==> src/rtl/pipe_ctrl_pkg.sv <==
// Shared types for the pipeline hazard controller: FSM states, forwarding
// select encoding and register-index width.
package pipe_ctrl_pkg;

  localparam int REG_W = 5;

  typedef logic [REG_W-1:0] reg_idx_t;

  typedef enum logic [1:0] {
    RUN      = 2'd0,
    MEM_WAIT = 2'd1,
    FAULT    = 2'd2
  } state_t;

  typedef logic [1:0] fwd_sel_t;

  localparam fwd_sel_t FWD_RF  = 2'b00;
  localparam fwd_sel_t FWD_WB  = 2'b01;
  localparam fwd_sel_t FWD_MEM = 2'b10;

endpackage

==> src/rtl/pipeline_ctrl_if.sv <==
// Core <-> hazard controller signal bundle. The core datapath is the master
// (drives register indices and memory handshake), the controller is the slave
// (returns stall/flush/forward controls and the fault flag).
interface pipeline_ctrl_if;
  import pipe_ctrl_pkg::*;

  reg_idx_t rs1_d, rs2_d;
  reg_idx_t rs1_e, rs2_e, rd_e;
  logic     load_e;
  logic     pc_src_e;
  reg_idx_t rd_m, rd_w;
  logic     reg_write_m, reg_write_w;
  logic     dmem_req_m;
  logic     dmem_ready;

  logic     stall_f, stall_d, stall_e, stall_m;
  logic     flush_d, flush_e, flush_w;
  fwd_sel_t fwd_a_e, fwd_b_e;
  logic     mem_fault;

  modport master (
    output rs1_d, rs2_d, rs1_e, rs2_e, rd_e, load_e, pc_src_e,
           rd_m, rd_w, reg_write_m, reg_write_w, dmem_req_m, dmem_ready,
    input  stall_f, stall_d, stall_e, stall_m, flush_d, flush_e, flush_w,
           fwd_a_e, fwd_b_e, mem_fault
  );

  modport slave (
    input  rs1_d, rs2_d, rs1_e, rs2_e, rd_e, load_e, pc_src_e,
           rd_m, rd_w, reg_write_m, reg_write_w, dmem_req_m, dmem_ready,
    output stall_f, stall_d, stall_e, stall_m, flush_d, flush_e, flush_w,
           fwd_a_e, fwd_b_e, mem_fault
  );

endinterface

==> src/rtl/fwd_unit.sv <==
// EX-stage forwarding select for one source operand. MEM result is newer
// than WB, so it wins when both stages target the same register; x0 is
// never forwarded.
module fwd_unit
  import pipe_ctrl_pkg::*;
(
  input  reg_idx_t rs_e,
  input  reg_idx_t rd_m,
  input  reg_idx_t rd_w,
  input  logic     reg_write_m,
  input  logic     reg_write_w,
  output fwd_sel_t sel
);

  // Priority select: MEM, then WB, else register file
  always_comb begin
    sel = FWD_RF;
    if (rs_e != '0 && reg_write_m && rd_m == rs_e)      sel = FWD_MEM;
    else if (rs_e != '0 && reg_write_w && rd_w == rs_e) sel = FWD_WB;
  end

endmodule

==> src/rtl/pipeline_ctrl.sv <==
// Hazard / sequencing controller for the 5-stage core: stall and flush
// generation, EX forwarding selects, and a watchdog on data-memory waits.
// Optional feature macro: PERF_CNT_EN adds stall_cycles / flush_events
// performance counters.
module pipeline_ctrl
  import pipe_ctrl_pkg::*;
#(
  parameter int MEM_TIMEOUT = 64
) (
  input  logic             clk,
  input  logic             reset,
  pipeline_ctrl_if.slave   pif
`ifdef PERF_CNT_EN
  ,
  output logic [31:0]      stall_cycles,
  output logic [31:0]      flush_events
`endif
);

  localparam int CNT_W = $clog2(MEM_TIMEOUT + 1);
  localparam int NUM_OPS = 2;

  state_t           state, state_nxt;
  logic [CNT_W-1:0] wait_cnt, wait_cnt_nxt;
  logic             fault_q;

  logic mem_stall, branch, load_use;
  logic stall_f, stall_d, stall_e, stall_m;
  logic flush_d, flush_e, flush_w;

  // ---------------- forwarding (state independent) ----------------
  logic [NUM_OPS-1:0][REG_W-1:0] rs_e;
  fwd_sel_t [NUM_OPS-1:0]        fwd;

  assign rs_e = {pif.rs2_e, pif.rs1_e};

  for (genvar i = 0; i < NUM_OPS; i++) begin : g_fwd
    fwd_unit u_fwd (
      .rs_e        (rs_e[i]),
      .rd_m        (pif.rd_m),
      .rd_w        (pif.rd_w),
      .reg_write_m (pif.reg_write_m),
      .reg_write_w (pif.reg_write_w),
      .sel         (fwd[i])
    );
  end

  // ---------------- hazard conditions ----------------
  // A branch seen while memory stalls is simply held in EX; since pc_src_e
  // stays high it re-fires in the first unstalled cycle, so no deferral
  // state is needed.
  assign mem_stall = pif.dmem_req_m && !pif.dmem_ready &&
                     (state == RUN || state == MEM_WAIT);
  assign branch    = pif.pc_src_e && !mem_stall;
  assign load_use  = pif.load_e && pif.rd_e != '0 &&
                     (pif.rd_e == pif.rs1_d || pif.rd_e == pif.rs2_d) &&
                     !mem_stall && !branch;

  // State/counter/fault registers; reset is synchronous
  always_ff @(posedge clk) begin
    if (reset) begin
      state    <= RUN;
      wait_cnt <= '0;
      fault_q  <= 1'b0;
    end else begin
      state    <= state_nxt;
      wait_cnt <= wait_cnt_nxt;
      fault_q  <= (state_nxt == FAULT);
    end
  end

  // Next-state, wait counter and stall/flush outputs
  always_comb begin
    state_nxt    = state;
    wait_cnt_nxt = wait_cnt;
    stall_f = 1'b0; stall_d = 1'b0; stall_e = 1'b0; stall_m = 1'b0;
    flush_d = 1'b0; flush_e = 1'b0; flush_w = 1'b0;

    case (state)
      RUN: begin
        if (mem_stall) begin
          state_nxt    = MEM_WAIT;
          wait_cnt_nxt = CNT_W'(1);
        end
      end
      MEM_WAIT: begin
        if (!mem_stall)                            state_nxt = RUN;
        else if (wait_cnt >= CNT_W'(MEM_TIMEOUT))  state_nxt = FAULT;
        else                                       wait_cnt_nxt = wait_cnt + CNT_W'(1);
      end
      FAULT:   state_nxt = FAULT;
      default: state_nxt = RUN;
    endcase

    // Outputs are forced quiet while reset is held
    if (!reset) begin
      if (state == FAULT || mem_stall) begin
        {stall_f, stall_d, stall_e, stall_m, flush_w} = 5'b11111;
      end else if (branch) begin
        {flush_d, flush_e} = 2'b11;
      end else if (load_use) begin
        {stall_f, stall_d, flush_e} = 3'b111;
      end
    end
  end

  assign pif.stall_f   = stall_f;
  assign pif.stall_d   = stall_d;
  assign pif.stall_e   = stall_e;
  assign pif.stall_m   = stall_m;
  assign pif.flush_d   = flush_d;
  assign pif.flush_e   = flush_e;
  assign pif.flush_w   = flush_w;
  assign pif.fwd_a_e   = reset ? FWD_RF : fwd[0];
  assign pif.fwd_b_e   = reset ? FWD_RF : fwd[1];
  assign pif.mem_fault = fault_q && !reset;

`ifdef PERF_CNT_EN
  // Performance counters: stalled fetch cycles and front-end flush cycles
  always_ff @(posedge clk) begin
    if (reset) begin
      stall_cycles <= '0;
      flush_events <= '0;
    end else begin
      if (stall_f)            stall_cycles <= stall_cycles + 32'd1;
      if (flush_d || flush_e) flush_events <= flush_events + 32'd1;
    end
  end
`endif

endmodule
==> src/flat_wrapper.sv <==
// flat-port wrapper written by rule: the top's interface ports become plain ports
module pipeline_ctrl_flat import pipe_ctrl_pkg::*;
#(
  parameter int MEM_TIMEOUT = 64
)
  (clk, reset, pif_rs1_d, pif_rs2_d, pif_rs1_e, pif_rs2_e, pif_rd_e, pif_load_e, pif_pc_src_e, pif_rd_m, pif_rd_w, pif_reg_write_m, pif_reg_write_w, pif_dmem_req_m, pif_dmem_ready, pif_stall_f, pif_stall_d, pif_stall_e, pif_stall_m, pif_flush_d, pif_flush_e, pif_flush_w, pif_fwd_a_e, pif_fwd_b_e, pif_mem_fault);
  pipeline_ctrl_if pif_i ();
  input  logic clk;
  input  logic reset;
  input wire logic [$bits(pif_i.rs1_d)-1:0] pif_rs1_d;
  input wire logic [$bits(pif_i.rs2_d)-1:0] pif_rs2_d;
  input wire logic [$bits(pif_i.rs1_e)-1:0] pif_rs1_e;
  input wire logic [$bits(pif_i.rs2_e)-1:0] pif_rs2_e;
  input wire logic [$bits(pif_i.rd_e)-1:0] pif_rd_e;
  input wire logic [$bits(pif_i.load_e)-1:0] pif_load_e;
  input wire logic [$bits(pif_i.pc_src_e)-1:0] pif_pc_src_e;
  input wire logic [$bits(pif_i.rd_m)-1:0] pif_rd_m;
  input wire logic [$bits(pif_i.rd_w)-1:0] pif_rd_w;
  input wire logic [$bits(pif_i.reg_write_m)-1:0] pif_reg_write_m;
  input wire logic [$bits(pif_i.reg_write_w)-1:0] pif_reg_write_w;
  input wire logic [$bits(pif_i.dmem_req_m)-1:0] pif_dmem_req_m;
  input wire logic [$bits(pif_i.dmem_ready)-1:0] pif_dmem_ready;
  output wire logic [$bits(pif_i.stall_f)-1:0] pif_stall_f;
  output wire logic [$bits(pif_i.stall_d)-1:0] pif_stall_d;
  output wire logic [$bits(pif_i.stall_e)-1:0] pif_stall_e;
  output wire logic [$bits(pif_i.stall_m)-1:0] pif_stall_m;
  output wire logic [$bits(pif_i.flush_d)-1:0] pif_flush_d;
  output wire logic [$bits(pif_i.flush_e)-1:0] pif_flush_e;
  output wire logic [$bits(pif_i.flush_w)-1:0] pif_flush_w;
  output wire logic [$bits(pif_i.fwd_a_e)-1:0] pif_fwd_a_e;
  output wire logic [$bits(pif_i.fwd_b_e)-1:0] pif_fwd_b_e;
  output wire logic [$bits(pif_i.mem_fault)-1:0] pif_mem_fault;
  assign pif_i.rs1_d = pif_rs1_d;
  assign pif_i.rs2_d = pif_rs2_d;
  assign pif_i.rs1_e = pif_rs1_e;
  assign pif_i.rs2_e = pif_rs2_e;
  assign pif_i.rd_e = pif_rd_e;
  assign pif_i.load_e = pif_load_e;
  assign pif_i.pc_src_e = pif_pc_src_e;
  assign pif_i.rd_m = pif_rd_m;
  assign pif_i.rd_w = pif_rd_w;
  assign pif_i.reg_write_m = pif_reg_write_m;
  assign pif_i.reg_write_w = pif_reg_write_w;
  assign pif_i.dmem_req_m = pif_dmem_req_m;
  assign pif_i.dmem_ready = pif_dmem_ready;
  assign pif_stall_f = pif_i.stall_f;
  assign pif_stall_d = pif_i.stall_d;
  assign pif_stall_e = pif_i.stall_e;
  assign pif_stall_m = pif_i.stall_m;
  assign pif_flush_d = pif_i.flush_d;
  assign pif_flush_e = pif_i.flush_e;
  assign pif_flush_w = pif_i.flush_w;
  assign pif_fwd_a_e = pif_i.fwd_a_e;
  assign pif_fwd_b_e = pif_i.fwd_b_e;
  assign pif_mem_fault = pif_i.mem_fault;
  pipeline_ctrl #(.MEM_TIMEOUT(MEM_TIMEOUT)) u_core (.clk(clk), .reset(reset), .pif(pif_i));
endmodule
==> config.mk <==
export PLATFORM = sky130hd
export DESIGN_NAME = pipeline_ctrl_flat
export DESIGN_NICKNAME = d
export VERILOG_FILES = /design/src/rtl/pipe_ctrl_pkg.sv /design/src/rtl/pipeline_ctrl_if.sv /design/src/rtl/fwd_unit.sv /design/src/rtl/pipeline_ctrl.sv /design/src/flat_wrapper.sv
export SDC_FILE = /design/constraint.sdc
export NUM_CORES = 1
export LEC_CHECK = 0
export ABC_CLOCK_PERIOD_IN_PS = 1260
export BUFFER_PORTS_ARGS = -buffer_cell sky130_fd_sc_hd__buf_4
export CAP_MARGIN = 20
export CORE_AREA = 2 2 64 66
export DETAILED_ROUTE_END_ITERATION = 7
export DIE_AREA = 0 0 66 68
export PLACE_DENSITY_LB_ADDON = 0.15
export SLEW_MARGIN = 20
export SYNTH_ARGS = -nofsm -noshare
export SYNTH_HDL_FRONTEND = slang
export SYNTH_HIERARCHICAL = 1
export SYNTH_SLANG_ARGS = --single-unit
==> constraint.sdc <==
create_clock -name clk -period 1.26 [get_ports clk]
set_input_delay 0 -clock clk [delete_from_list [all_inputs] [get_ports clk]]
set_output_delay 0 -clock clk [all_outputs]
set_load 0.01 [all_outputs]
==> results of run 1 <==
timing repair:
| action | CTS | global route |
|---|---|---|
| cloned | 0 | 0 |
| pin swaps | 7 | 4 |
| hold buffers | 0 | 0 |
| gates resized for setup | 8 | 9 |
| endpoints found under the setup margin | 14 | 20 |
| hold endpoints to repair | 0 | 0 |
| buffers inserted | 3 | 0 |
worst min path at each step:
stage	to	from	cells past startpoint
floorplan	pif_stall_d	pif_pc_src_e	1
global placement	u_core/state[0]	reset	2
detailed placement	u_core/state[0]	reset	2
CTS	u_core/state[0]	reset	2
global route	u_core/state[0]	reset	2
finish	u_core/state[0]	reset	2
critical path: stages (launching register included):
cell and delay, ns:
dfxtp_2 0.33, or3b_4 0.37, o211ai_1 0.14, o31ai_1 0.12, buf_4 0.15
kinds of logic after synthesis:
group | synth area share (%)
simple gates | 30.1
buf+inv | 4.05
compound gates | 12.6
flops | 21.6
fa+ha+maj | 1.35
xor+xnor | 30.3
cell usage after synthesis (all sizes together):
cell	instances	area, um^2
xor2	20	175
xnor2	12	105
dfxtp	10	200
nor2	10	37.5
nand2	6	22.5
nor2b	6	37.5
a21oi	5	25.0
nand4	4	31.3
and2	3	18.8
buf	3	22.5
inv	3	11.3
nor3	3	15.0
or4	3	22.5
a2111oi	2	17.5
a22oi	2	15.0
and3b	2	17.5
nand3	2	10.0
nor3b	2	26.3
nor4	2	12.5
o21ai	2	10.0
or3	2	12.5
a211oi	1	7.51
clkbuf	1	3.75
ha	1	12.5
o211ai	1	7.51
o21ba	1	10.0
o21bai	1	7.51
o31ai	1	7.51
o41ai	1	8.76
or2	1	6.26
or3b	1	8.76
state kept, by name (all words and copies together) (netlist names):
register and cells:
u_core/fault_q 1, u_core/state 2, u_core/wait_cnt 7
final cells by class:
type	instances	share of cell area [%]
Inverter	3	0.719
Multi-Input combinational cell	97	49.3
Tap cell	50	3.99
Sequential cell	10	12.9
Clock buffer	3	2.64
Timing Repair Buffer	63	30.4
stage by stage:
| stage | power [mW] | instance area, um^2 | instances |
|---|---|---|---|
| floorplan | 0.494 | 943 | 114 |
| global placement | 0.680 | 1430 | 220 |
| detailed placement | 0.684 | 1430 | 220 |
| CTS | 1.04 | 1530 | 226 |
| global route | 1.10 | 1570 | 226 |
| finish | 1.04 | 1570 | 226 |
layer usage:
| metal | vias to the layer above | GRT usage, % | wire length, um |
|---|---|---|---|
| li1 | 521 | - | - |
| met1 | 488 | 15.0 | 1110 |
| met2 | 37 | 24.7 | 1450 |
| met3 | 2 | 1.32 | 128 |
| met4 | 0 | 5.10 | 28 |
| met5 | - | 0 | 0 |
report_power, final:
group,switching [mW],internal (mW),leakage (nW)
combinational,0.162,0.219,0.568
clock,0.118,0.209,0.0216
sequential,0.00817,0.326,0.0820
total,0.288,0.753,0.671
==> out/qor.csv, run 1 <==
metric;value;unit
worst setup margin;-0.0946;ns
initial antenna violation count;0;
reg-to-reg startpoint;u_core/state[1];
WS Path Type;register to primary output;
failing checks;negative setup slack;
Register Area;203;um^2
Final Max Tran Viols;0;
Power Dens Cells;664;nW/um^2
Clock Skew;0.00347;ns
DRC errors left;0;
Slew @ Worst Pin;0.361;ns
CP startpoint kind;register;
status;finished with violations;
CP Max Fanout;3;
Max-Cap Viols;0;
synthesized flop and latch total;10;
fmax;738;MHz
WL/cell;12.0;um
CTS HTree Levels;1;
dpl hpwl;2330;um
TritonCTS clock tree;built;
Post-Syn Instances;114;
Pleak;0.671;nW
Root Buffer;clkbuf_8;
I/O pin cnt;55;
overall routing resource usage;13.0;%
min-delay worst type;primary input to register;
reg2reg setup slack;-0.07;ns
PortBufs;54;
worst endpoint required time;1.26;ns
multi-input logic area;772;um^2
final hold vios;0;
number of global-route vias before repair;1061;
cts bufs inserted;3;
Worst-path clk slew;0.05;ns
Slew HR;75.3;%
setup TNS;-0.435;ns
wirelength, routed;2710;um
nets;222;
crit end category;primary output;
commonest non-fill, non-tap cells in the layout;buf_4 (62), xor2_1 (20), xnor2_1 (12);
# setup viols final;12;
area grow syn2layout;69.2;%
syn_nets;158;
site row count;23;
die area;4490;um^2
Crit path arrival time;1.35;ns
Crit. Startpoint;u_core/state[1];
# diodes;0;
Via density;4.64;
Finished Core Util;40.6;%
syn avg cell area;8.12;um^2
WHS;0.0392;ns
Register-to-Register Path Depth;5;
Clock Path Buffers;2;
reg2reg end;u_core/wait_cnt[5];
fin crit share;108;%
Die Width;66;um
core area;3860;um^2
antenna-violating nets left;0;
Sink Count;10;
share of cells above drive strength 1;48.3;%
global route overflow;0;
Vias;1048;
GP Congestion;0.788;
first-pass GRT wire length;4570;um
number of library cell types mapped by synthesis;33;
largest net degree at the start of global routing;13;
Initial DRT Pass Iterations;4;
Starting Density;24.0;%
Worst Setup EP;pif_flush_e;
Die H;68;um
sequential-to-total area share from yosys stat;21.6;%
Syn Std Cell Area;926;um^2
DR iter-0 viols;38;
worst skew pair latency;0.23;ns
clock period minus worst slack;1.35;ns
fill cell count;423;
pre-CTS setup slack;-0.0461;ns
RSZ-0062 raised after global routing;yes;
yosys warns;6;
most common cell after layout, fill and taps aside;buf_4;
Peak VDD IR;272;uV
No activity file was read; power rests on OpenSTA's default activity.
==> run 2, diff against run 1 <==
- CORE_AREA: 2 2 64 66 -> 2 2 52 54
- DIE_AREA: 0 0 66 68 -> 0 0 54 56
==> run 2 against run 1 <==
Net effect:
- count of clock-buffer cells in the layout grew 1
- worst hold slack lost 0.018 ns
- via count grew 0.48%
- largest cell class unchanged
- critical endpoint unchanged
- flip-flop and latch count is the same
- die area shrank 33%
- the run still ends with negative setup slack left
- largest power group unchanged
- register-to-register slack is essentially flat
- fmax shrank 1.5%
- setup slack lost 0.021 ns
- global-route usage grew 5.3 points
==> out/qor.csv, run 2 (synthesized netlist as in run 1, its figures left out) <==
metric;value;unit
fmax;727;MHz
register with the most flip-flops;u_core/wait_cnt;
GP Congestion;0.793;
clock period minus worst slack;1.38;ns
nets;223;
number of global-route vias before repair;1033;
Power Dens Cells;633;nW/um^2
Worst Setup EP;pif_flush_e;
WHS;0.0211;ns
antenna-violating nets left;0;
dpl cells;198;
most common cell after layout, fill and taps aside;buf_4;
final hold vios;0;
reg2reg setup slack;-0.06;ns
WS Path Type;register to primary output;
PortBufs;54;
CTS HTree Levels;1;
core area;2430;um^2
CP startpoint kind;register;
min-delay worst type;primary input to register;
reg-to-reg startpoint;u_core/state[1];
max reg flops;7;
Die H;56;um
initial antenna violation count;0;
Vias;1053;
RSZ-0062 raised after global routing;yes;
Starting Density;38.1;%
# setup viols final;12;
worst skew pair latency;0.27;ns
first-pass GRT wire length;4160;um
crit end category;primary output;
Final Max Tran Viols;0;
site row count;18;
TritonCTS clock tree;built;
Crit path arrival time;1.38;ns
Root Buffer;clkbuf_4;
status;finished with violations;
hold path start;reset;
non-filler cells, final;208;
reg2reg end;u_core/wait_cnt[5];
Worst-path clk slew;0.06;ns
pre-CTS setup slack;-0.116;ns
area grow syn2layout;72.2;%
I/O pin cnt;55;
overall routing resource usage;18.3;%
worst setup margin;-0.115;ns
hold_buf cts;0;
Sink Count;10;
Die Width;54;um
global route overflow;0;
WL/cell;12.2;um
Via density;5.06;
wirelength, routed;2550;um
post-route cell area;1590;um^2
fin crit share;109;%
Slew HR;75.7;%
Register-to-Register Path Depth;5;
Max-Cap Viols;0;
failing checks;negative setup slack;
worst endpoint required time;1.26;ns
share of cells above drive strength 1;50.6;%
# diodes;0;
dpl hpwl;2040;um
Clock Skew;0.00221;ns
cts bufs inserted;3;
Top Registers;u_core/wait_cnt: 7 flops, u_core/state: 2 flops, u_core/fault_q: 1 flops;
DR iter-0 viols;8;
commonest non-fill, non-tap cells in the layout;buf_4 (57), xor2_1 (20), xnor2_1 (12);
CP Max Fanout;3;
Crit. Startpoint;u_core/state[1];
Pleak;0.694;nW
die area;3020;um^2
largest net degree at the start of global routing;13;
fill cell count;201;
placed inst area;1390;um^2
Initial DRT Pass Iterations;4;
Slew @ Worst Pin;0.361;ns
Peak VDD IR;526;uV
Clock Path Buffers;2;
DRC errors left;0;
[run 2: per-stage QoR]
stage               utilization [%]  total power, mW  setup TNS, ns
global placement               57.2            0.668         -0.274
floorplan                         -            0.494         -0.102
CTS                            62.9             1.00         -0.782
finish                         65.5             1.01         -0.569
detailed placement             57.2            0.675         -0.520
global route                   65.5             1.07          -1.51
[run 2: worst max-delay path: stages, from the launching register on]
cell	delay (ns)
dfxtp_2	0.34
or3b_4	0.37
o211ai_1	0.13
o31ai_1	0.12
buf_4	0.15
[run 2: power by group]
group / switching (mW) / internal, mW
Combinational: 0.161 / 0.227
Sequential: 0.00820 / 0.325
Clock: 0.112 / 0.176
[run 2: cell type report]
class | count | area, um^2 | area share [%]
inverters | 3 | 11.3 | 0.706
well taps | 30 | 37.5 | 2.35
clock buffers | 4 | 36.3 | 2.28
flip-flops and latches | 10 | 203 | 12.7
multi-input cells | 97 | 800 | 50.2
repair buffers | 64 | 507 | 31.8
[run 2: worst min-delay path by stage]
stage                           end  slack, ns  depth (start not counted)
floorplan               pif_stall_d       0.08                          1
global placement    u_core/state[0]       0.27                          2
detailed placement  u_core/state[0]       0.27                          2
CTS                 u_core/state[0]      0.007                          2
global route        u_core/state[0]       0.04                          2
finish              u_core/state[0]       0.02                          2
[run 2: routing by layer]
layer | global-route usage (%) | share of wire [%] | up-vias
li1 | - | - | 529
met1 | 20.8 | 40 | 483
met2 | 31.4 | 54 | 35
met3 | 2.96 | 4.5 | 6
met4 | 9.64 | 2.2 | 0
met5 | 0 | 0 | -
[run 2: what timing repair did]
action,4_1_cts,5_1_grt
pin swaps,13,6
setup buffers,6,1
resized for setup,15,17
endpoints found under the setup margin,16,17
cloned,0,0
